$ cat src/rtl/sc_dmem_dma_if.sv
// Data-memory load/store port shared between a bus initiator (master) and
// the data memory / memory-mapped I/O responder (slave).
interface sc_dmem_dma_if;
   logic [31:0] mem_addr;
   logic [31:0] mem_datain;
   logic        mem_we;
   logic [31:0] mem_dataout;

   modport master (
      output mem_addr,
      output mem_datain,
      output mem_we,
      input  mem_dataout
   );

   modport slave (
      input  mem_addr,
      input  mem_datain,
      input  mem_we,
      output mem_dataout
   );
endinterface

$ cat src/rtl/sc_dmem_dma.sv
// Block-copy DMA initiator on the data-memory port: one read cycle then one
// write cycle per word, ascending addresses, with abort and alignment error.
module sc_dmem_dma #(
   parameter int LEN_W  = 6,
   parameter int STRIDE = 4
) (
   input  logic                 clock,
   input  logic                 clrn,
   input  logic                 start,
   input  logic                 abort,
   input  logic [31:0]          src_addr,
   input  logic [31:0]          dst_addr,
   input  logic [LEN_W-1:0]     len,
   sc_dmem_dma_if.master        mem,
   output logic                 busy,
   output logic                 done,
   output logic                 err,
   output logic [LEN_W-1:0]     words_done
);

   localparam logic [1:0] ST_IDLE = 2'd0;
   localparam logic [1:0] ST_RD   = 2'd1;
   localparam logic [1:0] ST_WR   = 2'd2;
   localparam logic [1:0] ST_DONE = 2'd3;

   localparam logic [31:0] STEP = 32'(STRIDE);

   logic [1:0]       state_reg,     state_next;
   logic [31:0]      src_reg,       src_next;
   logic [31:0]      dst_reg,       dst_next;
   logic [31:0]      addr_reg,      addr_next;
   logic [31:0]      buf_reg,       buf_next;
   logic [LEN_W-1:0] remaining_reg, remaining_next;
   logic [LEN_W-1:0] wd_reg,        wd_next;
   logic             err_reg,       err_next;

   logic misaligned;
   assign misaligned = (src_addr[1:0] != 2'b00) || (dst_addr[1:0] != 2'b00);

   always_comb begin
      state_next     = state_reg;
      src_next       = src_reg;
      dst_next       = dst_reg;
      addr_next      = addr_reg;
      buf_next       = buf_reg;
      remaining_next = remaining_reg;
      wd_next        = wd_reg;
      err_next       = err_reg;

      case (state_reg)
         ST_IDLE: begin
            if (start) begin
               if (misaligned) begin
                  err_next = 1'b1;
               end else begin
                  err_next = 1'b0;
                  wd_next  = '0;
                  if (len == '0) begin
                     state_next = ST_DONE;
                  end else begin
                     src_next       = src_addr;
                     dst_next       = dst_addr;
                     remaining_next = len;
                     addr_next      = src_addr;
                     state_next     = ST_RD;
                  end
               end
            end
         end

         ST_RD: begin
            buf_next = mem.mem_dataout;
            src_next = src_reg + STEP;
            if (abort) begin
               state_next = ST_IDLE;
            end else begin
               addr_next  = dst_reg;
               state_next = ST_WR;
            end
         end

         ST_WR: begin
            // The write in this cycle always lands, even when aborting.
            dst_next       = dst_reg + STEP;
            remaining_next = remaining_reg - LEN_W'(1);
            wd_next        = wd_reg + LEN_W'(1);
            if (abort) begin
               state_next = ST_IDLE;
            end else if (remaining_reg == LEN_W'(1)) begin
               state_next = ST_DONE;
            end else begin
               addr_next  = src_reg;
               state_next = ST_RD;
            end
         end

         ST_DONE: begin
            state_next = ST_IDLE;
         end

         default: begin
            state_next = ST_IDLE;
         end
      endcase
   end

   always_ff @(posedge clock) begin
      if (!clrn) begin
         state_reg     <= ST_IDLE;
         src_reg       <= '0;
         dst_reg       <= '0;
         addr_reg      <= '0;
         buf_reg       <= '0;
         remaining_reg <= '0;
         wd_reg        <= '0;
         err_reg       <= 1'b0;
      end else begin
         state_reg     <= state_next;
         src_reg       <= src_next;
         dst_reg       <= dst_next;
         addr_reg      <= addr_next;
         buf_reg       <= buf_next;
         remaining_reg <= remaining_next;
         wd_reg        <= wd_next;
         err_reg       <= err_next;
      end
   end

   // Address and data come straight from registers; we/busy/done decode state only.
   assign mem.mem_addr   = addr_reg;
   assign mem.mem_datain = buf_reg;
   assign mem.mem_we     = (state_reg == ST_WR);
   assign busy           = (state_reg == ST_RD) || (state_reg == ST_WR);
   assign done           = (state_reg == ST_DONE);
   assign err            = err_reg;
   assign words_done     = wd_reg;

endmodule

$ cat src/flat_wrapper.sv
// flat-port wrapper written by rule: the top's interface ports become plain ports
module sc_dmem_dma_flat 
#(
   parameter int LEN_W  = 6,
   parameter int STRIDE = 4
)
  (clock, clrn, start, abort, src_addr, dst_addr, len, busy, done, err, words_done, mem_mem_addr, mem_mem_datain, mem_mem_we, mem_mem_dataout);
  sc_dmem_dma_if mem_i ();
  input  logic clock;
  input  logic clrn;
  input  logic start;
  input  logic abort;
  input  logic [31:0] src_addr;
  input  logic [31:0] dst_addr;
  input  logic [LEN_W-1:0] len;
  output logic busy;
  output logic done;
  output logic err;
  output logic [LEN_W-1:0] words_done;
  output wire logic [$bits(mem_i.mem_addr)-1:0] mem_mem_addr;
  output wire logic [$bits(mem_i.mem_datain)-1:0] mem_mem_datain;
  output wire logic [$bits(mem_i.mem_we)-1:0] mem_mem_we;
  input wire logic [$bits(mem_i.mem_dataout)-1:0] mem_mem_dataout;
  assign mem_mem_addr = mem_i.mem_addr;
  assign mem_mem_datain = mem_i.mem_datain;
  assign mem_mem_we = mem_i.mem_we;
  assign mem_i.mem_dataout = mem_mem_dataout;
  sc_dmem_dma #(.LEN_W(LEN_W), .STRIDE(STRIDE)) u_core (.clock(clock), .clrn(clrn), .start(start), .abort(abort), .src_addr(src_addr), .dst_addr(dst_addr), .len(len), .mem(mem_i), .busy(busy), .done(done), .err(err), .words_done(words_done));
endmodule
$ cat config.mk
export PLATFORM = sky130hd
export DESIGN_NAME = sc_dmem_dma_flat
export DESIGN_NICKNAME = d
export VERILOG_FILES = /design/src/rtl/sc_dmem_dma_if.sv /design/src/rtl/sc_dmem_dma.sv /design/src/flat_wrapper.sv
export SDC_FILE = /design/constraint.sdc
export NUM_CORES = 1
export LEC_CHECK = 0
export CORE_AREA = 3 3 189 99
export CTS_BUF_LIST = sky130_fd_sc_hd__clkbuf_16
export CTS_CLUSTER_DIAMETER = 200
export DETAILED_ROUTE_END_ITERATION = 8
export DIE_AREA = 0 0 192 102
export PLACE_DENSITY = 0.73
export SLEW_MARGIN = 25
export SYNTH_ARGS = -nofsm -noshare
export SYNTH_HDL_FRONTEND = slang
export SYNTH_SLANG_ARGS = --single-unit
$ cat constraint.sdc
create_clock -name clock -period 2 [get_ports clock]
set_input_delay 0.3 -clock clock [delete_from_list [all_inputs] [get_ports clock]]
set_output_delay 0.3 -clock clock [all_outputs]
set_load 0.02 [all_outputs]
==> results of run 1 <==
## power by group through the flow
stage          sequential [mW]  clock [mW]  combinational (mW)
2_1_floorplan             4.55           0                4.04
3_3_place_gp              4.02           0                7.82
3_5_place_dp              4.03           0                7.97
4_1_cts                   4.00        3.47                9.11
5_1_grt                   4.12        3.62                10.5
6_report                  4.04        3.46                10.0
## kinds of logic (layout without fill, tap and decap cells)
group	count (synthesis)	after routing	synth area share
flops	143	143	0.365
simple gates	337	337	0.220
mux	34	34	0.0434
xor+xnor	4	4	0.00447
fa+ha+maj	10	10	0.0160
buf+inv	109	384	0.0592
compound gates	338	338	0.292
## path summary, 6_finish.rpt
| path | start | to | slack [ns] | cells after the start |
|---|---|---|---|---|
| min reg2reg | u_core.mem.mem_addr[2] | u_core.mem.mem_addr[2] | 0.47 | 2 |
| max | u_core.dst_reg[2] | u_core.dst_reg[28] | 0.05 | 6 |
| max reg2reg | u_core.dst_reg[2] | u_core.dst_reg[28] | 0.05 | 6 |
| min | len[3] | u_core.remaining_reg[3] | 0.36 | 4 |
## per-layer routing
metal  wire, um  vias to the layer above  global-route usage
li1           -                     4254                   -
met1      12900                     4407               0.426
met2      13200                      592               0.459
met3       4250                       79               0.107
met4        769                        0              0.0845
met5          0                        -                   0
## layout make-up
type / count / area (um2) / area share
multi-input combinational: 723 / 4700 / 0.394
inverter: 16 / 61.3 / 0.00514
clock buffer: 17 / 425 / 0.0357
sequential: 143 / 2880 / 0.241
clock inverter: 14 / 199 / 0.0167
tap: 234 / 293 / 0.0245
timing repair buffer: 337 / 3370 / 0.283
## per-stage QoR
step,TNS (ns),hold WS (ns)
after global placement,-54.71,0.464
final,0,0.361
after floorplan,-0.326,0.445
after global routing,-0.0952,0.356
after CTS,0,0.339
after detailed placement,-58.49,0.467
## placed cells by master (no fill, tap or decap), types with 9 or more instances in the layout
cell type                         instances
sky130_fd_sc_hd__nor3_1                  23
sky130_fd_sc_hd__or4_1                    9
sky130_fd_sc_hd__inv_1                   12
sky130_fd_sc_hd__or3_1                    9
sky130_fd_sc_hd__nand4_1                 26
sky130_fd_sc_hd__buf_4                  124
sky130_fd_sc_hd__nor2_1                  72
sky130_fd_sc_hd__o21ai_0                 53
sky130_fd_sc_hd__o21ai_1                 19
sky130_fd_sc_hd__mux2i_1                 34
sky130_fd_sc_hd__a31oi_1                 19
sky130_fd_sc_hd__and3_1                  11
sky130_fd_sc_hd__o2111ai_1               34
sky130_fd_sc_hd__dfxtp_2                 11
sky130_fd_sc_hd__nor2b_1                  9
sky130_fd_sc_hd__nand3_1                 33
sky130_fd_sc_hd__dfxtp_1                131
sky130_fd_sc_hd__nand2_1                 81
sky130_fd_sc_hd__clkbuf_16               19
sky130_fd_sc_hd__a21oi_1                 81
sky130_fd_sc_hd__nor4_1                  13
sky130_fd_sc_hd__clkdlybuf4s50_1        172
sky130_fd_sc_hd__a22oi_1                 42
sky130_fd_sc_hd__buf_12                  16
sky130_fd_sc_hd__o221ai_1                11
sky130_fd_sc_hd__a211oi_1                 9
## critical path: cells and delay by family, from the launching register on
kind            cells  cell delay [ns]
compound gates      1             0.14
fa+ha+maj           1             0.18
flops               1             0.33
simple gates        4             1.24
## timing repair
item | 4_1_cts | 5_1_grt
setup endpoints to repair | 92 | 55
gates cloned | 5 | 3
hold endpoints to repair | 0 | 0
pin swaps | 10 | 14
buffers inserted | 13 | 9
resized for setup | 48 | 36
==> results, run 1 <==
- The cell area power density is 1470 nW/um2.
- At the end of routability-driven placement, the weighted congestion stood at 0.981.
- In this run the standard cell core region covers 17100 um2.
- STA classifies the critical path startpoint as a flip-flop.
- The starting density of the core is 0.457.
- Summed over all instances, the cell type with the most area after synthesis is sky130_fd_sc_hd__dfxtp_1.
- Setup repair after global routing could not meet its margin everywhere.
- The length of the first detailed-routing pass in iterations is 7.
- The most frequent cell after synthesis is sky130_fd_sc_hd__dfxtp_1.
- Of the total power, the clock network draws 0.198.
- By count the netlist is led by 143 x sky130_fd_sc_hd__dfxtp_1, 83 x sky130_fd_sc_hd__a21oi_1, 81 x sky130_fd_sc_hd__nand2_1.
- Of the post-synthesis cell area, the dominant cell type holds 0.365.
- In this run the tightest slew margin relative to its limit is 0.659.
- The count of inserted antenna diode cells is 0.
- Clock skew on the completed layout was measured at 0.00891 ns.
- The finished layout holds 1484 standard cells, fillers aside.
- On the worst path, the slowest cell contributes a delay of 0.52 ns.
- The minimum setup slack after placement is -0.721 ns.
- The run finished with clean final reports.
- For this run, design rule violations remaining after detail routing come to 0.
- The cts-stage hold buffer count is 0.
- The highest attainable clock frequency is 512 MHz.
- The max-capacitance violation count is 0.
- The number of clock buffers inserted by TritonCTS is 17.
- The fraction of final layout cells with drive strength greater than 1 is 0.200.
- The later pin in the worst-skew pair is clocked with a latency of 0.43 ns.
- The portion of total power attributed to sequential cells is 0.231.
- The number of enable flip-flop cells after synthesis is 0.
- The register bit count reported by yosys is 143.
- Relative to the synthesized area, the layout overhead comes to 52.3%.
- The worst path in the final design needs a cycle of 1.95 ns, including I/O delays and setup.
- The initial antenna violation count is 0.
- The first-pass GRT wire length is 47700 um.
- The number of DRC markers in iteration 0 is 1154.
- The worst path meets setup with 0.0471 ns of slack.
- The overall fraction of global-route tracks in use is 0.308.
- The type of the most critical hold path is primary input to flip-flop.
- The number of sinks on the clock net is 143.
- The net switching fraction of the power is 0.416.
- The number of synthesis warnings is 0.
- The total leakage power is 4.26 nW.
- The wire-length estimate of the detail-placed layout is 20400 um.
- The cell type of the slowest stage on the worst timing path is sky130_fd_sc_hd__or4_4.
- The CTS root buffer is sky130_fd_sc_hd__clkbuf_16.
- Of the synthesized area, sequential elements account for 0.365.
- The reported net switching power is 7.29 mW.
- At the pin with the least slew margin, the transition time is 0.508 ns.
- The final standard cell area without fillers is 11900 um2.
- The total count of max-transition violations in the final report is 0.
- The peak supply drop is 0.846 mV.
- The number of core rows is 34.
- The detailed-route wire length is 31200 um.
- Walking the worst path, the cells encountered are ha_2 -> and3_4 -> nand4_4 -> or4_4 -> or4_4 -> a21oi_2.
- Sorting the synthesized cells by area gives the leading types as sky130_fd_sc_hd__dfxtp_1 37%, sky130_fd_sc_hd__a21oi_1 5.3%, sky130_fd_sc_hd__mux2i_1 4.3%.
- Once detail routing completed, the nets flagged for antenna violations numbered 0.
- The largest net degree at the start of global routing is 66.
- The average size of a mapped cell is 8.04 um2.
- The number of nets in the layout is 1354.
- The horizontal extent of the die is 192 um.
- Once placement finished, the instance area stood at 10700 um2.
- In the finished design, the share of the clock period the worst path needs comes to 0.976.
- The worst setup path is of the flip-flop to flip-flop kind.
- Of all nets on the critical path, the largest fanout is 2.
- In the final routed layout, each cell accounts on average for 21.0 um.
- Of the total power, combinational logic draws 0.571.
- After detailed placement, the design holds a cell count of 1424.
- Port buffering added 179 buffers.
- STA classifies the critical path endpoint as a flip-flop.
- The floorplan step defined a die boundary enclosing 19600 um2.
- The die is 102 um tall.
- The count of final hold-check violations is 0.
- The TritonCTS clock tree is yes.
- For this run, the leading register cell type out of synthesis is sky130_fd_sc_hd__dfxtp_1.
- Clock-pin slew was measured on the worst setup and hold paths at 0.06 ns.
- The post-synth net total is 1091.
- The number of H-tree levels is 4.
- The number of top-level pins is 180.
- The detailed-route vias per instance is 6.29.
- The via count of the first global-routing pass came to 8725.
- The count of final setup violators is 0.
- The design draws 17.5 mW.
- Global routing finished with a remaining overflow of 0.
- The cell internal power dissipation is 10.2 mW.
- The critical path required time is 2.36 ns.
- The mapped netlist covers 7840 um2.
- STA puts the critical path data arrival time at 2.32 ns.
- Counting the fill cells in the layout gives 1304.
- Among the stages of the critical path, the cell type that occurs most often is sky130_fd_sc_hd__or4_4.
- Once layout is complete, the utilization of the core stands at 0.696.
- The share of flip-flops with an asynchronous set or reset is 0.
- The post-synthesis instance total is 975.
- Counting distinct cell types in the post-synthesis netlist gives 75.
- The number of buffers on the longest clock path is 2.
- The total vias in the final route is 9332.
(Power assumes the default switching activity.)
==> run 2: changes to the inputs <==
- CELL_PAD_IN_SITES_DETAIL_PLACEMENT: unset -> 1
- CELL_PAD_IN_SITES_GLOBAL_PLACEMENT: unset -> 2
- CORE_AREA: 3 3 189 99 -> 3 3 250 129
- DIE_AREA: 0 0 192 102 -> 0 0 253 132
==> results, run 2 (synthesis gave the netlist of run 1 again) <==
- The startpoint of the most critical register-to-register path is u_core.state_reg[0].
- The worst setup path is captured at a flip-flop.
- The number of core rows is 45 (+32%).
- The number of clock buffers inserted by TritonCTS is 17 (unchanged).
- The type of the most critical hold path is primary input to flip-flop.
- Setup repair after global routing could not meet its margin everywhere.
- The filler cell count is 3482 (+170%).
- The critical path required time is 2.37 ns (about the same).
- The number of nets in the layout is 1397 (+3.2%).
- The worst setup path is launched from a flip-flop.
- The total count of max-transition violations in the final report came to 0 (unchanged).
- The clock insertion delay at the later pin of the skew report came to 0.45 ns (+0.02 ns).
- The worst hold-check slack came to 0.384 ns (+0.0231 ns).
- The largest fanout of any net on the critical path is 6 (+4).
- The number of remaining DRC errors is 0 (unchanged).
- The count of nets left with antenna violations after detail routing is 0 (unchanged).
- The total vias in the final route came to 9401 (+0.74%).
- The path type of the worst setup path is flip-flop to flip-flop.
- The length of the first detailed-routing pass in iterations is 5 (-2).
- The largest net degree at the start of global routing is 65 (-1.5%).
- The post-synthesis to final-layout area growth is 63.7%.
- The placeable core region was 30200 um2 (+76%).
- The count of cells along the worst register-to-register path is 10 (+4).
- The die extent in y is 132 um (+29%).
- The starting density of the core is 0.260 (-0.197).
- The via count of the first global-routing pass is 9601 (+10%).
- The count of inserted antenna diode cells is 0 (unchanged).
- The CTS root buffer is sky130_fd_sc_hd__clkbuf_16.
- The highest attainable clock frequency is 490 MHz (-4.4%).
- The clock skew after layout is 0.00954 ns (+0.000625 ns).
- The cell area power density is 1470 nW/um2 (about the same).
- The first-pass GRT wire length is 56900 um (+19%).
- The period utilization is 1.02 (+0.0448).
- The overall fraction of global-route tracks in use is 0.219 (-0.0895).
- The number of H-tree levels came to 4 (unchanged).
- The checks that failed: setup timing.
- The HPWL after detailed placement was 25000 um (+23%).
- The library cell used most frequently in the layout, excluding fill and tap cells, is sky130_fd_sc_hd__clkdlybuf4s50_1.
- The cts-stage hold buffer count was 0 (unchanged).
- The number of input and output port buffers inserted is 179 (unchanged).
- The clock period minus worst slack was 2.04 ns (+0.0896 ns).
- The initial antenna violation count is 1 (+1).
- The clock input transition at the sequential cells of the worst setup and hold paths is 0.06 ns (about the same).
- The number of DRC markers in iteration 0 is 661 (-43%).
- The worst reg-to-reg setup slack was -0.04 ns (-0.09 ns).
- The headroom to the max-slew limit is 0.648 (-0.0105).
- Following the worst setup path forward leads to its endpoint at u_core.src_reg[22].
- The data arrival time at the worst-slack endpoint is 2.42 ns (+0.10 ns).
- The minimum setup slack after placement is -0.774 ns (-0.0529 ns).
- The TritonCTS clock tree is yes.
- The detailed-route vias per instance was 5.55 (-12%).
- The total grt overflow came to 0 (unchanged).
- The count of final hold-check violations is 0 (unchanged).
- The detailed-route wire length is 37200 um (+19%).
- The total die area is 33400 um2 (+71%).
- The number of buffers on the longest clock path is 2 (unchanged).
- The cell total after placement is 1618 (+14%).
- The library cells used most frequently in the layout, excluding fill and tap cells, are 171 x sky130_fd_sc_hd__clkdlybuf4s50_1, 151 x sky130_fd_sc_hd__buf_4, 132 x sky130_fd_sc_hd__dfxtp_1.
- The minimum setup slack in the final design is -0.0426 ns (-0.0896 ns).
- The fraction of final layout cells with drive strength greater than 1 was 0.254 (+0.0543).
- The flow ran to the end, but the final reports show violations.
- The capture instance of the worst register-to-register path is u_core.src_reg[22].
- The total leakage power was 4.52 nW (+6.0%).
- The final estimated routing congestion in global placement is 0.878 (-11%).
- The slew at the pin with the worst max-slew slack is 0.528 ns (+0.0197 ns).
- The max-capacitance violation count is 0 (unchanged).
- The utilization after layout is 0.425 (-0.271).
- The count of final setup violators is 9 (+9).
- The number of top-level pins is 180 (unchanged).
- The filler-free cell count of the finished design is 1693 (+14%).
- The final routed wire length divided by cell count is 22.0 um (+4.7%).
- The peak supply drop was 0.844 mV (-0.24%).
- The horizontal extent of the die is 253 um (+32%).
- The number of sinks on the clock net was 143 (unchanged).
- The launching instance or port of the critical path is u_core.state_reg[0].
run 2: changes by cell type in the layout (fill, tap and decap cells not counted), moves of 4 or more:
cell,before,now
sky130_fd_sc_hd__o2111ai_2,0,11
sky130_fd_sc_hd__buf_4,124,151
sky130_fd_sc_hd__clkinvlp_4,2,6
sky130_fd_sc_hd__o2111ai_1,34,22
sky130_fd_sc_hd__a22oi_2,0,4
sky130_fd_sc_hd__buf_6,8,24
sky130_fd_sc_hd__a22oi_1,42,38
run 2: metal layers:
layer / vias up / track usage / part of all wire
li1: 4335 / - / -
met1: 4715 / 0.287 / 0.45
met2: 290 / 0.351 / 0.46
met3: 61 / 0.0576 / 0.063
met4: 0 / 0.0687 / 0.025
met5: - / 0 / 0
run 2: stage by stage:
step / area, um2 / power [mW] / TNS [ns]
final: 12800 / 18.8 / -0.206
after global routing: 12800 / 19.8 / -1.03
after CTS: 12400 / 18.1 / -0.0798
after detailed placement: 11100 / 12.6 / -61.23
after global placement: 11100 / 12.4 / -56.23
after floorplan: 7900 / 8.59 / -0.326
run 2: repair_timing:
item | in CTS | in global routing
cloned | 8 | 2
pin swaps | 24 | 38
endpoints found under the setup margin | 96 | 82
resized for setup | 70 | 81
setup buffers | 18 | 20
run 2: worst max-delay path, stage by stage, from the launching register on:
cell	delay, ns
sky130_fd_sc_hd__dfxtp_2	0.34
sky130_fd_sc_hd__inv_4	0.07
sky130_fd_sc_hd__buf_12	0.10
sky130_fd_sc_hd__ha_4	0.15
sky130_fd_sc_hd__buf_6	0.10
sky130_fd_sc_hd__and3_4	0.18
sky130_fd_sc_hd__buf_6	0.12
sky130_fd_sc_hd__a21oi_4	0.10
sky130_fd_sc_hd__buf_12	0.16
sky130_fd_sc_hd__or4_4	0.47
sky130_fd_sc_hd__a31oi_1	0.17
run 2: power by group:
part / leakage, nW / internal (mW) / switching [mW] / total [mW]
clock: 0.299 / 2.20 / 1.39 / 3.60
combinational: 3.05 / 5.06 / 6.13 / 11.2
sequential: 1.17 / 3.55 / 0.482 / 4.04
total: 4.52 / 10.8 / 8.00 / 18.8
run 2: layout make-up:
cell class | instances | area (um2) | share of cell area
repair buffers | 380 | 3760 | 0.293
inverters | 16 | 70.1 | 0.00546
well taps | 399 | 499 | 0.0389
clock buffers | 17 | 425 | 0.0332
clock inverters | 15 | 219 | 0.0171
multi-input cells | 723 | 4970 | 0.388
flip-flops and latches | 143 | 2880 | 0.224
run 2: worst min-delay path by stage:
stage,from,to,slack [ns],cells after the start
after floorplan,u_core.remaining_reg[1],u_core.remaining_reg[1],0.45,2
after global placement,u_core.mem.mem_addr[24],u_core.mem.mem_addr[24],0.46,2
after detailed placement,u_core.dst_reg[0],u_core.dst_reg[0],0.47,1
after CTS,len[1],u_core.remaining_reg[1],0.40,4
after global routing,len[1],u_core.remaining_reg[1],0.38,4
final,len[1],u_core.remaining_reg[1],0.38,4
==> run 3: changes to the inputs <==
- CTS_CLUSTER_DIAMETER: 200 -> unset
==> results of run 3 <==
Final layout, timing and power as in run 2 (identical DEF).
